File: src/rtl/alu_ctrl_pkg.sv
// alu_ctrl_pkg: ALU operation codes, decode field values and the sequencer state type.
// Shared by alu_ctrl_dec and alu_ctrl_seq.
package alu_ctrl_pkg;

  localparam logic [3:0] ALU_ADD     = 4'b0000;
  localparam logic [3:0] ALU_SUB     = 4'b0001;
  localparam logic [3:0] ALU_AND     = 4'b0010;
  localparam logic [3:0] ALU_NOR     = 4'b0011;
  localparam logic [3:0] ALU_OR      = 4'b0100;
  localparam logic [3:0] ALU_SLT     = 4'b0101;
  localparam logic [3:0] ALU_MULT    = 4'b0110;
  localparam logic [3:0] ALU_ILLEGAL = 4'b1111;

  localparam logic [5:0] FN_ADD  = 6'b100000;
  localparam logic [5:0] FN_SUB  = 6'b100010;
  localparam logic [5:0] FN_AND  = 6'b100100;
  localparam logic [5:0] FN_NOR  = 6'b100111;
  localparam logic [5:0] FN_OR   = 6'b100101;
  localparam logic [5:0] FN_SLT  = 6'b101010;
  localparam logic [5:0] FN_MULT = 6'b011000;

  localparam logic [2:0] OP_RTYPE = 3'b000;
  localparam logic [2:0] OP_ADD   = 3'b001;
  localparam logic [2:0] OP_SUB   = 3'b010;
  localparam logic [2:0] OP_AND   = 3'b011;
  localparam logic [2:0] OP_OR    = 3'b100;
  localparam logic [2:0] OP_SLT   = 3'b101;

  typedef enum logic [1:0] {
    IDLE = 2'b00,
    MUL  = 2'b01,
    HOLD = 2'b10
  } state_t;

endpackage

File: src/rtl/alu_ctrl_dec.sv
// alu_ctrl_dec: combinational alu_op/funct to 4-bit ALU code decode table.
// MULT is decoded only when ALU_CTRL_MULT_EN is defined; otherwise funct 011000 is illegal.
module alu_ctrl_dec
  import alu_ctrl_pkg::*;
#(
  parameter int OPW = 3
) (
  input  logic [OPW-1:0] alu_op,
  input  logic [5:0]     funct,
  output logic [3:0]     code,
  output logic           illegal
);

  // Decode table; anything not listed falls through to the illegal code
  always_comb begin
    code    = ALU_ILLEGAL;
    illegal = 1'b1;
    case (alu_op)
      OPW'(OP_RTYPE): begin
        case (funct)
          FN_ADD:  begin code = ALU_ADD; illegal = 1'b0; end
          FN_SUB:  begin code = ALU_SUB; illegal = 1'b0; end
          FN_AND:  begin code = ALU_AND; illegal = 1'b0; end
          FN_NOR:  begin code = ALU_NOR; illegal = 1'b0; end
          FN_OR:   begin code = ALU_OR;  illegal = 1'b0; end
          FN_SLT:  begin code = ALU_SLT; illegal = 1'b0; end
`ifdef ALU_CTRL_MULT_EN
          FN_MULT: begin code = ALU_MULT; illegal = 1'b0; end
`endif
          default: begin code = ALU_ILLEGAL; illegal = 1'b1; end
        endcase
      end
      OPW'(OP_ADD): begin code = ALU_ADD; illegal = 1'b0; end
      OPW'(OP_SUB): begin code = ALU_SUB; illegal = 1'b0; end
      OPW'(OP_AND): begin code = ALU_AND; illegal = 1'b0; end
      OPW'(OP_OR):  begin code = ALU_OR;  illegal = 1'b0; end
      OPW'(OP_SLT): begin code = ALU_SLT; illegal = 1'b0; end
      default:      begin code = ALU_ILLEGAL; illegal = 1'b1; end
    endcase
  end

endmodule

File: src/rtl/alu_ctrl_seq.sv
// alu_ctrl_seq: registered ALU control with stall/flush handshake and a multi-cycle MULT sequence.
// Macro ALU_CTRL_MULT_EN enables MULT decode, the MUL/HOLD states and the cycle counter.
module alu_ctrl_seq
  import alu_ctrl_pkg::*;
#(
  parameter int OPW        = 3,
  parameter int CTRLW      = 4,
  parameter int MUL_CYCLES = 4
) (
  input  logic             clk,
  input  logic             rst_n,
  input  logic             in_valid,
  output logic             in_ready,
  input  logic [OPW-1:0]   alu_op,
  input  logic [5:0]       funct,
  input  logic             stall,
  input  logic             flush,
  output logic             out_valid,
  output logic [CTRLW-1:0] alu_ctrl,
  output logic             illegal,
  output logic             busy
);

  logic [3:0]       dec_code_s;
  logic             dec_ill_s;
  logic             in_ready_s;
  logic             accept_s;
  logic             out_valid_r, out_valid_s;
  logic [CTRLW-1:0] alu_ctrl_r, alu_ctrl_s;
  logic             illegal_r, illegal_s;

`ifdef ALU_CTRL_MULT_EN
  localparam int CNTW = $clog2(MUL_CYCLES);
  state_t           state_r, state_s;
  logic [CNTW-1:0]  cnt_r, cnt_s;

  assign in_ready_s = (state_r == IDLE) && !stall && !flush;
  assign busy       = (state_r != IDLE);
`else
  assign in_ready_s = !stall && !flush;
  assign busy       = 1'b0;
`endif

  assign accept_s  = in_valid && in_ready_s;
  assign in_ready  = in_ready_s;
  assign out_valid = out_valid_r;
  assign alu_ctrl  = alu_ctrl_r;
  assign illegal   = illegal_r;

  alu_ctrl_dec #(.OPW(OPW)) u_dec (
    .alu_op  (alu_op),
    .funct   (funct),
    .code    (dec_code_s),
    .illegal (dec_ill_s)
  );

  // Next-state and next-output logic; flush outranks stall and acceptance
  always_comb begin
    out_valid_s = out_valid_r;
    alu_ctrl_s  = alu_ctrl_r;
    illegal_s   = illegal_r;
`ifdef ALU_CTRL_MULT_EN
    state_s     = state_r;
    cnt_s       = cnt_r;
`endif
    if (flush) begin
      out_valid_s = 1'b0;
      illegal_s   = 1'b0;
`ifdef ALU_CTRL_MULT_EN
      state_s     = IDLE;
      cnt_s       = {CNTW{1'b0}};
    end else if (state_r == MUL) begin
      // Result is registered on the edge that takes the counter to zero
      if (cnt_r != {CNTW{1'b0}}) begin
        cnt_s = cnt_r - CNTW'(1);
        if (cnt_r == CNTW'(1)) begin
          out_valid_s = 1'b1;
          alu_ctrl_s  = CTRLW'(ALU_MULT);
          illegal_s   = 1'b0;
        end else begin
          out_valid_s = 1'b0;
        end
      end else if (!stall) begin
        state_s     = IDLE;
        out_valid_s = 1'b0;
      end else begin
        state_s     = HOLD;
      end
    end else if (state_r == HOLD) begin
      if (!stall) begin
        state_s     = IDLE;
        out_valid_s = 1'b0;
      end else begin
        out_valid_s = out_valid_r;
      end
`endif
    end else if (accept_s) begin
`ifdef ALU_CTRL_MULT_EN
      if (dec_code_s == ALU_MULT) begin
        state_s     = MUL;
        cnt_s       = CNTW'(MUL_CYCLES - 1);
        out_valid_s = 1'b0;
        illegal_s   = 1'b0;
      end else
`endif
      begin
        out_valid_s = 1'b1;
        alu_ctrl_s  = CTRLW'(dec_code_s);
        illegal_s   = dec_ill_s;
      end
    end else if (!stall) begin
      out_valid_s = 1'b0;
    end else begin
      out_valid_s = out_valid_r;
    end
  end

  // State and output registers with asynchronous clear
  always_ff @(posedge clk or negedge rst_n) begin
    if (!rst_n) begin
      out_valid_r <= 1'b0;
      alu_ctrl_r  <= {CTRLW{1'b0}};
      illegal_r   <= 1'b0;
`ifdef ALU_CTRL_MULT_EN
      state_r     <= IDLE;
      cnt_r       <= {CNTW{1'b0}};
`endif
    end else begin
      out_valid_r <= out_valid_s;
      alu_ctrl_r  <= alu_ctrl_s;
      illegal_r   <= illegal_s;
`ifdef ALU_CTRL_MULT_EN
      state_r     <= state_s;
      cnt_r       <= cnt_s;
`endif
    end
  end

endmodule

File: config.mk
export PLATFORM = sky130hd
export DESIGN_NAME = alu_ctrl_seq
export DESIGN_NICKNAME = d
export VERILOG_FILES = /design/src/rtl/alu_ctrl_pkg.sv /design/src/rtl/alu_ctrl_dec.sv /design/src/rtl/alu_ctrl_seq.sv
export SDC_FILE = /design/constraint.sdc
export NUM_CORES = 1
export LEC_CHECK = 0
export ABC_AREA = 1
export BUFFER_PORTS_ARGS = -buffer_cell sky130_fd_sc_hd__buf_2
export CAP_MARGIN = 0
export CORE_AREA = 2 2 39 41
export DETAILED_ROUTE_END_ITERATION = 10
export DIE_AREA = 0 0 41 43
export GPL_ROUTABILITY_DRIVEN = 0
export PLACE_DENSITY_LB_ADDON = 0.12
export RECOVER_POWER = 25
export SKIP_LAST_GASP = 1
export SYNTH_ARGS = -nofsm -noshare
export SYNTH_HDL_FRONTEND = slang
export SYNTH_SLANG_ARGS = --single-unit
File: constraint.sdc
create_clock -name clk -period 0.8 [get_ports clk]
set_input_delay 0.16 -clock clk [delete_from_list [all_inputs] [get_ports clk]]
set_output_delay 0.16 -clock clk [all_outputs]
set_load 0.02 [all_outputs]
==> impl_metrics.ini <==
[logic_synthesis]
syn_nets = 79
seq_area_frac_synth_pct = 35.4
yosysMostFrequentCell = nand2_1
async_flop_share_pct = 100
syn_inst = 65
synthTopCellsByArea = dfrtp_1 35%, nand2_1 14%, nor2_1 12%, inv_1 8.0%, nand3_1 7.1%
syn_area_um2 = 424
synthTopCellsByCount = 16 x nand2_1, 13 x nor2_1, 9 x inv_1, 6 x dfrtp_1, 6 x nand3_1
synth_top_flop_cell = dfrtp_1
yosysTopAreaCellShare_pct = 35.4
synth_seq_cells = 6
yosysTopAreaCell = dfrtp_1
netlist-cell-type-count = 16
yosysWarnings = 0
synth-edff-count = 0
syn_avg_cell_area_um2 = 6.53

[critical_path]
required_ns = 0.64
max_stage_delay_ns = 0.38
worstSetupPathType = reg -> out
crit_chain = buf_6
path_delay_family = flip-flops
path_buf_inv = 1
crit_arrival_ns = 0.76
cp-start-kind = register
worstSetupEndpointType = output pin
worst_path_max_delay_cell = dfrtp_1
worstPathMaxFanout = 2

[detailed_routing]
vias_per_cell = 4.31
vias = 508
ant_nets = 0
routed_wl_um = 905
drc_errors = 0
drt-initial-drc-count = 7
avgRoutedWirePerCell_um = 7.67
firstDrtPassIters = 2

[clock_tree]
worstSkewPairLatency_ns = 0.24
clockBufferDepth = 2
cts_made_buffers = 3
clock_sinks = 6
path_clk_slew_ns = 0.04
cts_tree = done
cts-root-buf = clkbuf_4
htree_levels = 1

[timing]
fmax_mhz = 1090
worst_slack_ns = -0.115
rsz0062_at_grt = yes
fin_crit_ns = 0.915
finalClockSkew_ns = 0
fin_crit_sh_pct = 114
tns_ns = -0.668
slew_viol_final = 0
final_hold_viol_count = 0
finalSetupViolations = 6

[final_layout]
ff_latch_area_um2 = 150
fin_util_pct = 54.0
area_delta_synth_final_pct = 76.1
drive_above_1_share_pct = 48.0
multiInputGateArea_um2 = 255
diodes = 0
n_fill_cell = 152
nets = 118

[min_path]
min_path_type = in -> reg

[die]
ios = 22
start_util_pct = 30.7
die_h_um = 43
die_area_um2 = 1760
core_region_area_um2 = 1380
fp.dieW_um = 41
std_cell_rows = 14

[run_status]
outcome = finished, violations left
violations = setup timing

[pwr]
pwr_density_cell_nw_per_um2 = 1400
p_leak_nw = 0.418
vdd_drop_max_mv = 0.570

[global_routing]
grt_pass1_vias = 417
grt_first_pass_wirelength_um = 1450
grt_max_degree = 7
grt-ovfl-total = 0
antenna_found_initial = 0
track_usage_pct = 12.6

[placed_design]
dp_hpwl_um = 792
port_buffers = 20

[flow_run]
cap_violations = 0
cell type report:
class                           instances  area share, %
Inverter                               10           6.03
Multi-Input combinational cell         48           34.2
Clock buffer                            3           3.02
Timing Repair Buffer                   35           34.0
Tap cell                               16           2.68
Sequential cell                         6           20.1
per-stage QoR:
stage	power (mW)	cells	worst slack [ns]	instance area, um2	hold slack, ns
2_1_floorplan	0.526	65	-0.129	437	-0.136
3_3_place_gp	0.666	110	-0.276	624	-0.00567
3_5_place_dp	0.667	110	-0.282	624	-0.00435
4_1_cts	1.04	117	-0.131	719	0.203
5_1_grt	1.13	118	-0.160	747	0.209
6_report	1.05	118	-0.115	747	0.205
where the power goes:
part | switching, mW | internal, mW | leakage [nW]
clock network | 0.103 | 0.169 | 0.0138
registers | 0.0253 | 0.345 | 0.0724
logic | 0.193 | 0.213 | 0.332
total | 0.321 | 0.727 | 0.418
per-layer routing:
metal / wire length (um) / vias to the layer above / GRT usage (%)
met1: 367 / 219 / 11.8
met2: 473 / 16 / 21.3
met5: 0 / - / 0
li1: - / 273 / -
met4: 0 / 0 / 8.00
met3: 64 / 0 / 4.71
sequential cells by signal, indices dropped and copies added (netlist names):
name	cells
illegal	1
alu_ctrl	4
out_valid	1
kinds of logic (layout without fill, tap and decap cells):
| logic type | after synthesis | count (layout) | synth area share [%] |
|---|---|---|---|
| other | 1 | 1 | 0.884 |
| AOI/OAI and AO/OA | 7 | 7 | 10.6 |
| buffers and inverters | 11 | 48 | 10.6 |
| and+or+nand+nor | 40 | 40 | 42.5 |
| DFF | 6 | 6 | 35.4 |
cell usage in the layout (no fill, tap or decap):
cell type,synthesis,layout
buf_2,0,12
dlygate4sd3_1,0,1
nand2_2,1,2
o21a_1,1,1
clkbuf_4,0,3
clkbuf_1,0,1
nand3_1,6,6
or2_0,1,1
nor2_1,13,9
inv_8,0,1
a21oi_1,4,3
nor2_4,2,4
a21oi_2,1,2
nand2_1,16,15
conb_1,1,1
o2111ai_1,1,1
dfrtp_1,6,6
nor2_2,1,3
buf_4,1,15
inv_2,1,1
inv_1,9,8
buf_6,0,6
repair_timing:
item,CTS,global route
pin swaps,1,2
hold endpoints to repair,6,0
gates resized for setup,13,7
hold buffers,1,0
buffers inserted,3,2
endpoints found under the setup margin,8,9
path summary, 6_finish.rpt:
check                             from     endpoint  slack [ns]  depth (start not counted)
max                            illegal      illegal       -0.12                          1
min                              stall    out_valid        0.21                          3
max reg2reg                alu_ctrl[0]  alu_ctrl[0]        0.04                          3
min reg2reg                alu_ctrl[3]  alu_ctrl[3]        0.49                          2
max in group asynchronous        rst_n      illegal        0.21                          2
min in group asynchronous        rst_n  alu_ctrl[1]        0.33                          2
(Power assumes the default switching activity.)
